--- src/rtl/load_store_unit_if.sv ---
// rtl/load_store_unit_if.sv - request, memory and writeback channels of the load/store unit
// LSU_UPDATE_EN adds the update-form request fields upd and ra.
interface load_store_unit_if #(
    parameter int N      = 32,
    parameter int ADDR_W = 7
);
    logic                req_valid;
    logic                req_ready;
    logic [2:0]          op;
    logic [N-1:0]        base;
    logic [15:0]         disp;
    logic [4:0]          rt;
    logic [N-1:0]        store_data;
`ifdef LSU_UPDATE_EN
    logic                upd;
    logic [4:0]          ra;
`endif
    logic [ADDR_W-1:0]   mem_addr;
    logic [N-1:0]        mem_wdata;
    logic [N/8-1:0]      mem_be;
    logic                mem_re;
    logic                mem_we;
    logic [N-1:0]        mem_rdata;
    logic                mem_ack;
    logic                wb_valid;
    logic [4:0]          wb_reg;
    logic [N-1:0]        wb_data;
    logic                err;

    modport slave (
        input  req_valid, op, base, disp, rt, store_data, mem_rdata, mem_ack,
`ifdef LSU_UPDATE_EN
        input  upd, ra,
`endif
        output req_ready, mem_addr, mem_wdata, mem_be, mem_re, mem_we,
        output wb_valid, wb_reg, wb_data, err
    );

    modport master (
        output req_valid, op, base, disp, rt, store_data, mem_rdata, mem_ack,
`ifdef LSU_UPDATE_EN
        output upd, ra,
`endif
        input  req_ready, mem_addr, mem_wdata, mem_be, mem_re, mem_we,
        input  wb_valid, wb_reg, wb_data, err
    );
endinterface

--- src/rtl/load_store_unit.sv ---
// rtl/load_store_unit.sv - byte/halfword/word load-store unit with lane steering
// Optional update-form addressing (RA <- EA) is enabled by macro LSU_UPDATE_EN.
module load_store_unit #(
    parameter int N      = 32,
    parameter int ADDR_W = 7
) (
    input  logic             clk,
    input  logic             rst,
    load_store_unit_if.slave bus
);
    localparam int NB = N / 8;
    localparam int LB = $clog2(NB);

    typedef enum logic [2:0] {
        IDLE, EA, MEM, WB
`ifdef LSU_UPDATE_EN
        , UPD
`endif
    } state_t;

    state_t            state_q, state_d;
    logic [2:0]        op_q, op_d;
    logic [N-1:0]      base_q, base_d, sd_q, sd_d, ea_q, ea_d;
    logic [15:0]       disp_q, disp_d;
    logic [4:0]        rt_q, rt_d, wb_reg_q, wb_reg_d;
    logic              req_ready_q, req_ready_d, mem_re_q, mem_re_d, mem_we_q, mem_we_d;
    logic              wb_valid_q, wb_valid_d, err_q, err_d;
    logic [NB-1:0]     mem_be_q, mem_be_d;
    logic [ADDR_W-1:0] mem_addr_q, mem_addr_d;
    logic [N-1:0]      mem_wdata_q, mem_wdata_d, wb_data_q, wb_data_d;
`ifdef LSU_UPDATE_EN
    logic              upd_q, upd_d;
    logic [4:0]        ra_q, ra_d;
`else
    logic              unused_ea;
    assign unused_ea = ^ea_q;
`endif

    logic [N-1:0]      ea_c, shifted, ld_val;
    logic [LB-1:0]     k_c;
    logic              is_store, sz_byte, sz_word, sz_half, bad;

    always_comb begin
        state_d     = state_q;
        op_d        = op_q;
        base_d      = base_q;
        disp_d      = disp_q;
        rt_d        = rt_q;
        sd_d        = sd_q;
        ea_d        = ea_q;
        req_ready_d = req_ready_q;
        mem_re_d    = mem_re_q;
        mem_we_d    = mem_we_q;
        mem_be_d    = mem_be_q;
        mem_addr_d  = mem_addr_q;
        mem_wdata_d = mem_wdata_q;
        wb_valid_d  = 1'b0;
        wb_reg_d    = wb_reg_q;
        wb_data_d   = wb_data_q;
        err_d       = 1'b0;
`ifdef LSU_UPDATE_EN
        upd_d       = upd_q;
        ra_d        = ra_q;
`endif
        ea_c     = base_q + {{(N-16){disp_q[15]}}, disp_q};
        k_c      = ea_c[LB-1:0];
        is_store = op_q[2];
        sz_byte  = (op_q[1:0] == 2'b00);
        sz_word  = (op_q[1:0] == 2'b10);
        sz_half  = !sz_byte && !sz_word;
        bad      = (op_q == 3'b111) || (sz_half && ea_c[0]) || (sz_word && (ea_c[1:0] != 2'b00));
`ifdef LSU_UPDATE_EN
        bad      = bad || (upd_q && !is_store && (ra_q == 5'd0 || ra_q == rt_q));
`endif
        // Loads pick their lanes from the EA latched in the EA cycle.
        shifted  = bus.mem_rdata >> {ea_q[LB-1:0], 3'b000};
        ld_val   = '0;
        case (op_q[1:0])
            2'b00:   ld_val[7:0]  = shifted[7:0];
            2'b01:   ld_val[15:0] = shifted[15:0];
            2'b10:   ld_val[31:0] = shifted[31:0];
            default: begin
                ld_val       = {N{shifted[15]}};
                ld_val[15:0] = shifted[15:0];
            end
        endcase

        case (state_q)
            IDLE: if (bus.req_valid) begin
                op_d        = bus.op;
                base_d      = bus.base;
                disp_d      = bus.disp;
                rt_d        = bus.rt;
                sd_d        = bus.store_data;
`ifdef LSU_UPDATE_EN
                upd_d       = bus.upd;
                ra_d        = bus.ra;
`endif
                req_ready_d = 1'b0;
                state_d     = EA;
            end
            EA: begin
                ea_d = ea_c;
                if (bad) begin
                    err_d       = 1'b1;
                    req_ready_d = 1'b1;
                    state_d     = IDLE;
                end else begin
                    mem_addr_d = ea_c[ADDR_W+LB-1:LB];
                    mem_re_d   = !is_store;
                    mem_we_d   = is_store;
                    if (sz_byte) begin
                        mem_be_d    = {{(NB-1){1'b0}}, 1'b1} << k_c;
                        mem_wdata_d = {NB{sd_q[7:0]}};
                    end else if (sz_word) begin
                        mem_be_d    = {{(NB-4){1'b0}}, 4'hF} << k_c;
                        mem_wdata_d = {(NB/4){sd_q[31:0]}};
                    end else begin
                        mem_be_d    = {{(NB-2){1'b0}}, 2'b11} << k_c;
                        mem_wdata_d = {(NB/2){sd_q[15:0]}};
                    end
                    state_d = MEM;
                end
            end
            MEM: if (bus.mem_ack) begin
                mem_re_d = 1'b0;
                mem_we_d = 1'b0;
                mem_be_d = '0;
                if (!is_store) begin
                    wb_valid_d = 1'b1;
                    wb_reg_d   = rt_q;
                    wb_data_d  = ld_val;
                    state_d    = WB;
`ifdef LSU_UPDATE_EN
                end else if (upd_q) begin
                    wb_valid_d = 1'b1;
                    wb_reg_d   = ra_q;
                    wb_data_d  = ea_q;
                    state_d    = UPD;
`endif
                end else begin
                    req_ready_d = 1'b1;
                    state_d     = IDLE;
                end
            end
            WB: begin
`ifdef LSU_UPDATE_EN
                if (upd_q) begin
                    wb_valid_d = 1'b1;
                    wb_reg_d   = ra_q;
                    wb_data_d  = ea_q;
                    state_d    = UPD;
                end else begin
                    req_ready_d = 1'b1;
                    state_d     = IDLE;
                end
`else
                req_ready_d = 1'b1;
                state_d     = IDLE;
`endif
            end
            default: begin
                req_ready_d = 1'b1;
                state_d     = IDLE;
            end
        endcase
    end

    always_ff @(posedge clk or negedge rst) begin
        if (!rst) begin
            state_q     <= IDLE;
            op_q        <= '0;
            base_q      <= '0;
            disp_q      <= '0;
            rt_q        <= '0;
            sd_q        <= '0;
            ea_q        <= '0;
            req_ready_q <= 1'b1;
            mem_re_q    <= 1'b0;
            mem_we_q    <= 1'b0;
            mem_be_q    <= '0;
            mem_addr_q  <= '0;
            mem_wdata_q <= '0;
            wb_valid_q  <= 1'b0;
            wb_reg_q    <= '0;
            wb_data_q   <= '0;
            err_q       <= 1'b0;
`ifdef LSU_UPDATE_EN
            upd_q       <= 1'b0;
            ra_q        <= '0;
`endif
        end else begin
            state_q     <= state_d;
            op_q        <= op_d;
            base_q      <= base_d;
            disp_q      <= disp_d;
            rt_q        <= rt_d;
            sd_q        <= sd_d;
            ea_q        <= ea_d;
            req_ready_q <= req_ready_d;
            mem_re_q    <= mem_re_d;
            mem_we_q    <= mem_we_d;
            mem_be_q    <= mem_be_d;
            mem_addr_q  <= mem_addr_d;
            mem_wdata_q <= mem_wdata_d;
            wb_valid_q  <= wb_valid_d;
            wb_reg_q    <= wb_reg_d;
            wb_data_q   <= wb_data_d;
            err_q       <= err_d;
`ifdef LSU_UPDATE_EN
            upd_q       <= upd_d;
            ra_q        <= ra_d;
`endif
        end
    end

    assign bus.req_ready = req_ready_q;
    assign bus.mem_re    = mem_re_q;
    assign bus.mem_we    = mem_we_q;
    assign bus.mem_be    = mem_be_q;
    assign bus.mem_addr  = mem_addr_q;
    assign bus.mem_wdata = mem_wdata_q;
    assign bus.wb_valid  = wb_valid_q;
    assign bus.wb_reg    = wb_reg_q;
    assign bus.wb_data   = wb_data_q;
    assign bus.err       = err_q;
endmodule
--- src/flat_wrapper.sv ---
// flat-port wrapper written by rule: the top's interface ports become plain ports
module load_store_unit_flat 
#(
    parameter int N      = 32,
    parameter int ADDR_W = 7
)
  (clk, rst, bus_req_valid, bus_op, bus_base, bus_disp, bus_rt, bus_store_data, bus_mem_rdata, bus_mem_ack, bus_req_ready, bus_mem_addr, bus_mem_wdata, bus_mem_be, bus_mem_re, bus_mem_we, bus_wb_valid, bus_wb_reg, bus_wb_data, bus_err);
  load_store_unit_if #(.N(N), .ADDR_W(ADDR_W)) bus_i ();
  input  logic clk;
  input  logic rst;
  input wire logic [$bits(bus_i.req_valid)-1:0] bus_req_valid;
  input wire logic [$bits(bus_i.op)-1:0] bus_op;
  input wire logic [$bits(bus_i.base)-1:0] bus_base;
  input wire logic [$bits(bus_i.disp)-1:0] bus_disp;
  input wire logic [$bits(bus_i.rt)-1:0] bus_rt;
  input wire logic [$bits(bus_i.store_data)-1:0] bus_store_data;
  input wire logic [$bits(bus_i.mem_rdata)-1:0] bus_mem_rdata;
  input wire logic [$bits(bus_i.mem_ack)-1:0] bus_mem_ack;
  output wire logic [$bits(bus_i.req_ready)-1:0] bus_req_ready;
  output wire logic [$bits(bus_i.mem_addr)-1:0] bus_mem_addr;
  output wire logic [$bits(bus_i.mem_wdata)-1:0] bus_mem_wdata;
  output wire logic [$bits(bus_i.mem_be)-1:0] bus_mem_be;
  output wire logic [$bits(bus_i.mem_re)-1:0] bus_mem_re;
  output wire logic [$bits(bus_i.mem_we)-1:0] bus_mem_we;
  output wire logic [$bits(bus_i.wb_valid)-1:0] bus_wb_valid;
  output wire logic [$bits(bus_i.wb_reg)-1:0] bus_wb_reg;
  output wire logic [$bits(bus_i.wb_data)-1:0] bus_wb_data;
  output wire logic [$bits(bus_i.err)-1:0] bus_err;
  assign bus_i.req_valid = bus_req_valid;
  assign bus_i.op = bus_op;
  assign bus_i.base = bus_base;
  assign bus_i.disp = bus_disp;
  assign bus_i.rt = bus_rt;
  assign bus_i.store_data = bus_store_data;
  assign bus_i.mem_rdata = bus_mem_rdata;
  assign bus_i.mem_ack = bus_mem_ack;
  assign bus_req_ready = bus_i.req_ready;
  assign bus_mem_addr = bus_i.mem_addr;
  assign bus_mem_wdata = bus_i.mem_wdata;
  assign bus_mem_be = bus_i.mem_be;
  assign bus_mem_re = bus_i.mem_re;
  assign bus_mem_we = bus_i.mem_we;
  assign bus_wb_valid = bus_i.wb_valid;
  assign bus_wb_reg = bus_i.wb_reg;
  assign bus_wb_data = bus_i.wb_data;
  assign bus_err = bus_i.err;
  load_store_unit #(.N(N), .ADDR_W(ADDR_W)) u_core (.clk(clk), .rst(rst), .bus(bus_i));
endmodule
--- config.mk ---
export PLATFORM = sky130hd
export DESIGN_NAME = load_store_unit_flat
export DESIGN_NICKNAME = d
export VERILOG_FILES = /design/src/rtl/load_store_unit_if.sv /design/src/rtl/load_store_unit.sv /design/src/flat_wrapper.sv
export SDC_FILE = /design/constraint.sdc
export NUM_CORES = 1
export LEC_CHECK = 0
export CORE_ASPECT_RATIO = 0.9
export CORE_UTILIZATION = 47
export DETAILED_ROUTE_END_ITERATION = 8
export GPL_ROUTABILITY_DRIVEN = 0
export PLACE_DENSITY = 0.88
export RECOVER_POWER = 25
export SYNTH_ARGS = -nofsm -noshare
export SYNTH_HDL_FRONTEND = slang
export SYNTH_SLANG_ARGS = --single-unit
--- constraint.sdc ---
create_clock -name clk -period 2.5 [get_ports clk]
set_input_delay 0.25 -clock clk [delete_from_list [all_inputs] [get_ports clk]]
set_output_delay 0.25 -clock clk [all_outputs]
set_load 0.005 [all_outputs]
==> run metrics, run 1 <==
critical path endpoint category=register; Layout Cells excl Fill=995; Finished Core Util=0.685; Fin Setup TNS=0 ps; Synth area leader=dfrtp_1; initial antenna violation count=0; dpl hpwl=11700 um; power density over the cells=1380 nW/um^2; most frequent cells in the layout=177 x clkdlybuf4s50_1, 146 x dfrtp_1, 130 x nand2_1, 64 x mux2_2, 38 x nor2_1; Iter 0 DRT Violations=490; final period utilization=0.902; Num Clock Sinks=147; Worst Path Required=2780 ps; Min-Delay Path Class=input port to async pin; Finished Cell Area=9320 sq um; drt via density=5.24; WL per Instance=16.9 um; htree depth=4; Die ar.=14700 sq um; Post-synth EDFFs=0; Cell Area, Placed=8710 sq um; sequential fraction of the synthesis area=0.550; reg-to-reg slack, setup=250 ps; total gr overflow=0; Die Wd=128 um; CTS tree=built; Synth top area share=0.546; 1st-pass router iterations=4; area grow syn2layout=39.2%; Synth Net Count=745; Leak=4.07 nW; Placed Cells=962; Met1 Wirelength=7290 um; status=finished with violations; final worst path period need=2250 ps; worst slew pin tran=1510 ps; Syn Inst Count=612; critical path class=register to register; Num CTS Buffers=17; final count of hold timing violations=0; switch share=0.349; final clock skew=7.58 ps; yosys warns=0; Worst slew margin=-0.00843; CTS max path bufs=2; max layer used=met4; antenna cell count=0; most common cell after layout, fill and taps aside=clkdlybuf4s50_1; core region area=13600 sq um; port buffer count=178; Net Sw Power=4.49 mW; max_cap viols=1; synth unique cells=45; Worst Path Max Fanout=25; Fillers=1016; dominant synthesized flop cell=dfrtp_1; Slew Viols, Final=62; internal power=8.35 mW; critical path arrival=2530 ps; VDD IR max=0.656 mV; Chip Height=115 um; FP Rows=40; Clock Pin Slew Worst Setup and Hold Paths=60 ps; vias in the first global route=5299; later-pin clock latency in the skew report=420 ps; Setup violations, final=0; met3 WL=1250 um; Final ANT Viol Nets=0; # IOs=209; met2 routed WL=8060 um; DRC=0; area of the multi-input gates=2790 sq um; total wire length=16800 um; nets@finish=926; total track usage=0.245; fmax=0.444 GHz; Initial Util=0.492; Avg Inst Size Synth=10.9 sq um; CTS Root Cell=clkbuf_16; Mapped Area=6690 sq um; Flop pwr share=0.341; Clock Power Share=0.207; Startpoint Class=register; ranking of synthesized cells by area=dfrtp_1 55%, mux2_2 11%, nand2_1 7.3%; Seq cells post-synth=147; via count=5210; RSZ-0062 raised after global routing=false; asr flop ratio synth=1.00; first-pass GRT wire length=27200 um; FF+latch area=3680 sq um; largest net degree at the start of global routing=62; layout cells sized above 1=0.158; failing checks=capacitance limit, slew limit; Comb power frac=0.452
-- cells in the mapped netlist (all sizes together) (9+ instances only) --
library cell and number:
nand2 131, a21oi 25, nor2 41, dfrtp 146, mux2 64, o211ai 9
mux2i 32, a31oi 10, buf 30, o21ai 40
-- power by group through the flow --
stage	sequential (mW)	combinational [mW]	clock, mW
5_1_grt	4.52	6.42	2.82
3_5_place_dp	4.40	5.78	0
3_3_place_gp	4.35	5.62	0
6_report	4.38	5.80	2.66
2_1_floorplan	4.21	3.48	0
4_1_cts	4.38	5.84	2.70
-- stage by stage --
step | setup WS, ps | hold WS (ps) | total power, mW
2_1_floorplan | 402 | -45.6 | 7.69
3_3_place_gp | 355 | 165 | 9.97
3_5_place_dp | 247 | 168 | 10.2
4_1_cts | 221 | 278 | 12.9
5_1_grt | 60.9 | 287 | 13.8
6_report | 246 | 276 | 12.8
-- cells by family after synthesis --
| family | count (synthesis) | synth area share |
|---|---|---|
| AO/OA/AOI/OAI | 116 | 0.111 |
| flip-flops | 147 | 0.550 |
| AND/OR/NAND/NOR | 193 | 0.122 |
| multiplexers | 96 | 0.156 |
| buffers and inverters | 44 | 0.0348 |
| XOR/XNOR | 7 | 0.00916 |
| adder cells (fa/ha/maj) | 9 | 0.0179 |
-- critical path, stage by stage (launching register included) --
cell      delay, ps
dfrtp_1         350
ha_1            180
inv_1            70
fa_1            530
nor3b_1         290
a211oi_2         80
and2_2          260
buf_12          170
a21oi_1         120
a31oi_1          60
-- metal layers --
layer / vias up / global-route usage
met4: 0 / 0.0729
met5: - / 0
met3: 22 / 0.0782
met2: 177 / 0.400
li1: 2473 / -
met1: 2538 / 0.313
-- path summary, 6_finish.rpt --
check,end,start,depth (start not counted)
max reg2reg,u_core.bus.mem_be[3],u_core.disp_q[0],9
max,u_core.bus.mem_be[3],u_core.disp_q[0],9
min in group clk,u_core.base_q[1],bus_base[1],3
min,u_core.bus.wb_data[7],rst,2
min reg2reg,u_core.bus.wb_reg[2],u_core.rt_q[2],2
max in group asynchronous,u_core.sd_q[16],rst,3
-- what timing repair did --
action,4_1_cts,5_1_grt
setup buffers,0,0
hold endpoints to repair,31,0
endpoints found under the setup margin,0,1
resized for setup,0,1
hold buffers,1,0
-- layout make-up --
class,count,share of cell area
Timing Repair Buffer,198,0.211
Clock buffer,18,0.0461
Inverter,8,0.00322
Clock inverter,14,0.0199
Tap cell,189,0.0254
Sequential cell,147,0.395
Multi-Input combinational cell,421,0.300
Power figures use the tool's default switching activity.
==> run 2: changes to the inputs <==
--- a/config.mk
+++ b/config.mk
@@ -6,9 +6,11 @@
 export NUM_CORES = 1
 export LEC_CHECK = 0
+export CELL_PAD_IN_SITES_DETAIL_PLACEMENT = 2
+export CELL_PAD_IN_SITES_GLOBAL_PLACEMENT = 2
 export CORE_ASPECT_RATIO = 0.9
-export CORE_UTILIZATION = 47
+export CORE_UTILIZATION = 29
 export DETAILED_ROUTE_END_ITERATION = 8
 export GPL_ROUTABILITY_DRIVEN = 0
-export PLACE_DENSITY = 0.88
+export PLACE_DENSITY = 0.87
 export RECOVER_POWER = 25
 export SYNTH_ARGS = -nofsm -noshare
==> constraint.sdc (replaced) <==
create_clock -name clk -period 2.5 [get_ports clk]
set_input_delay 0.25 -clock clk [delete_from_list [all_inputs] [get_ports clk]]
set_output_delay 0.25 -clock clk [all_outputs]
set_load 0.05 [all_outputs]
==> run 2 against run 1 <==
  * The flow still finishes with violations (capacitance limit, slew limit)
  * Hold slack gained 140 ps
  * Global-route usage shrank 5.2 points
  * First-iteration DRC count shrank 53%
  * Largest cell class unchanged
  * Largest power group unchanged
==> run metrics, run 2 (synthesis results as in run 1) <==
status=finished with violations; failing checks=capacitance limit, slew limit; Worst Path Max Fanout=28 (+12%); gr busiest metal=met2; grt met1 use=0.235 (-0.0780); cell family with the largest share of critical-path delay=adder cells; Critical Path Slowest Stage Cell=fa_1; critical path class=register to register; CTS Root Cell=clkbuf_16; FP Rows=52 (+30%); vias in the first global route=6121 (+16%); # IOs=209 (unchanged); CTS tree=built; final worst path period need=2210 ps (-46.8 ps); Num CTS Buffers=17 (unchanged); worst path cell trace=ha_1 > inv_1 > fa_1 > nor3b_1 > a211oi_2 > and2_1 > buf_12 > nor2_1 > a31oi_1; total wire length=21700 um (+29%); met2 Use GR=0.336 (-0.0642); largest net degree at the start of global routing=58 (-6.5%); Chip Height=146 um (+27%); final clock skew=9.75 ps (+2.17 ps); Startpoint Class=register; WL per Instance=19.6 um (+16%); critical path endpoint category=register; Die ar.=23700 sq um (+61%); Layout Cells excl Fill=1105 (+11%); htree depth=4 (unchanged); Min-Delay Path Class=input port to register; dpl hpwl=15700 um (+35%); post-CTS setup buffers=0 (unchanged); max_cap viols=1 (unchanged); worst slew pin tran=1550 ps (+37.8 ps); final period utilization=0.883 (-0.0187); RSZ-0062 raised after global routing=false; met3 Use GR=0.0477 (-0.0304); Fillers=2309 (+130%); VDD IR max=0.670 mV (+2.2%); Initial Util=0.296 (-0.195); Max stage delay on crit path=590 ps (+60 ps); Fin Setup TNS=0 ps (unchanged); Placed Cells=1071 (+11%); port buffer count=178 (unchanged); Total Power=15.5 mW (+21%); core region area=22600 sq um (+66%); DRC=0 (unchanged); total track usage=0.193 (-0.0517); final count of hold timing violations=0 (unchanged); layout cells sized above 1=0.155 (-0.00267); 1st-pass router iterations=4 (unchanged); Setup violations, final=0 (unchanged); fmax=0.453 GHz (+2.1%); via count=5333 (+2.4%); power density over the cells=1630 nW/um^2 (+18%); Iter 0 DRT Violations=229 (-53%); Final ANT Viol Nets=0 (unchanged); first-pass GRT wire length=34500 um (+27%); WP buf/inv=2 (unchanged); Num Clock Sinks=147 (unchanged); Leak=4.11 nW (+1.0%); nets@finish=927 (+0.11%); total gr overflow=0 (unchanged); area grow syn2layout=42.6%; Clock Pin Slew Worst Setup and Hold Paths=60 ps (about the same); WHS=421 ps (+145 ps); later-pin clock latency in the skew report=420 ps (about the same); Slew Viols, Final=56 (-9.7%); critical path arrival=2540 ps (about the same); drt via density=4.83 (-7.8%); Worst Path Required=2830 ps (+50 ps); Die Wd=162 um (+27%); CTS max path bufs=2 (unchanged); initial antenna violation count=2 (+2); most common cell after layout, fill and taps aside=clkdlybuf4s50_1; Worst slew margin=-0.0337 (-0.0252); most frequent cells in the layout=177 x clkdlybuf4s50_1, 146 x dfrtp_1, 130 x nand2_1, 64 x mux2_2, 38 x nor2_1
[run 2: routing by layer]
| layer | part of all wire | up-vias |
|---|---|---|
| met5 | 0.00060 | - |
| met4 | 0.012 | 2 |
| met3 | 0.043 | 20 |
| met2 | 0.51 | 115 |
| met1 | 0.43 | 2731 |
| li1 | - | 2465 |
[run 2: worst reg2reg max path, stage by stage, from the launching register on]
cell and delay, ps:
dfrtp_1 350, ha_1 200, inv_1 80, fa_1 590, nor3b_1 80, a211oi_2 210
and2_1 210, buf_12 180, nor2_1 80, a31oi_1 150
[run 2: what timing repair did]
item / CTS / global route
hold buffers: 1 / 0
gates resized for setup: 0 / 0
endpoints found under the setup margin: 0 / 0
endpoints found under the hold margin: 54 / 0
[run 2: area by class of cell]
type                       count  area [sq um]  share of cell area
timing repair buffer         199          2020               0.212
tap                          297           372              0.0389
clock buffer                  23           468              0.0490
inverter                       8          30.0             0.00315
sequential                   147          3680               0.386
clock inverter                 9           176              0.0185
antenna                        1          2.50            0.000262
multi-input combinational    421          2790               0.292
[run 2: power by group]
group	internal (mW)	leakage [nW]	switching, mW
combinational	3.18	2.02	5.10
clock	1.83	0.311	1.02
sequential	3.56	1.78	0.866
[run 2: stage by stage]
stage | util | area (sq um) | setup slack (ps)
after floorplan | - | 6690 | 399
after global placement | 0.394 | 8890 | 380
after detailed placement | 0.394 | 8890 | 278
after CTS | 0.423 | 9550 | 253
after global routing | 0.423 | 9540 | 155
final | 0.423 | 9540 | 293
[run 2: worst paths after layout]
path	from	to	cells after the start	slack (ps)
min in group asynchronous	rst	u_core.bus.wb_reg[2]	2	760
setup / recovery	u_core.disp_q[0]	u_core.bus.mem_wdata[22]	9	290
setup reg to reg	u_core.disp_q[0]	u_core.bus.mem_wdata[22]	9	290
hold / removal	bus_disp[1]	u_core.disp_q[1]	3	420
max in group asynchronous	rst	u_core.bus.wb_data[18]	3	760
hold reg to reg	u_core.rt_q[0]	u_core.bus.wb_reg[0]	2	460
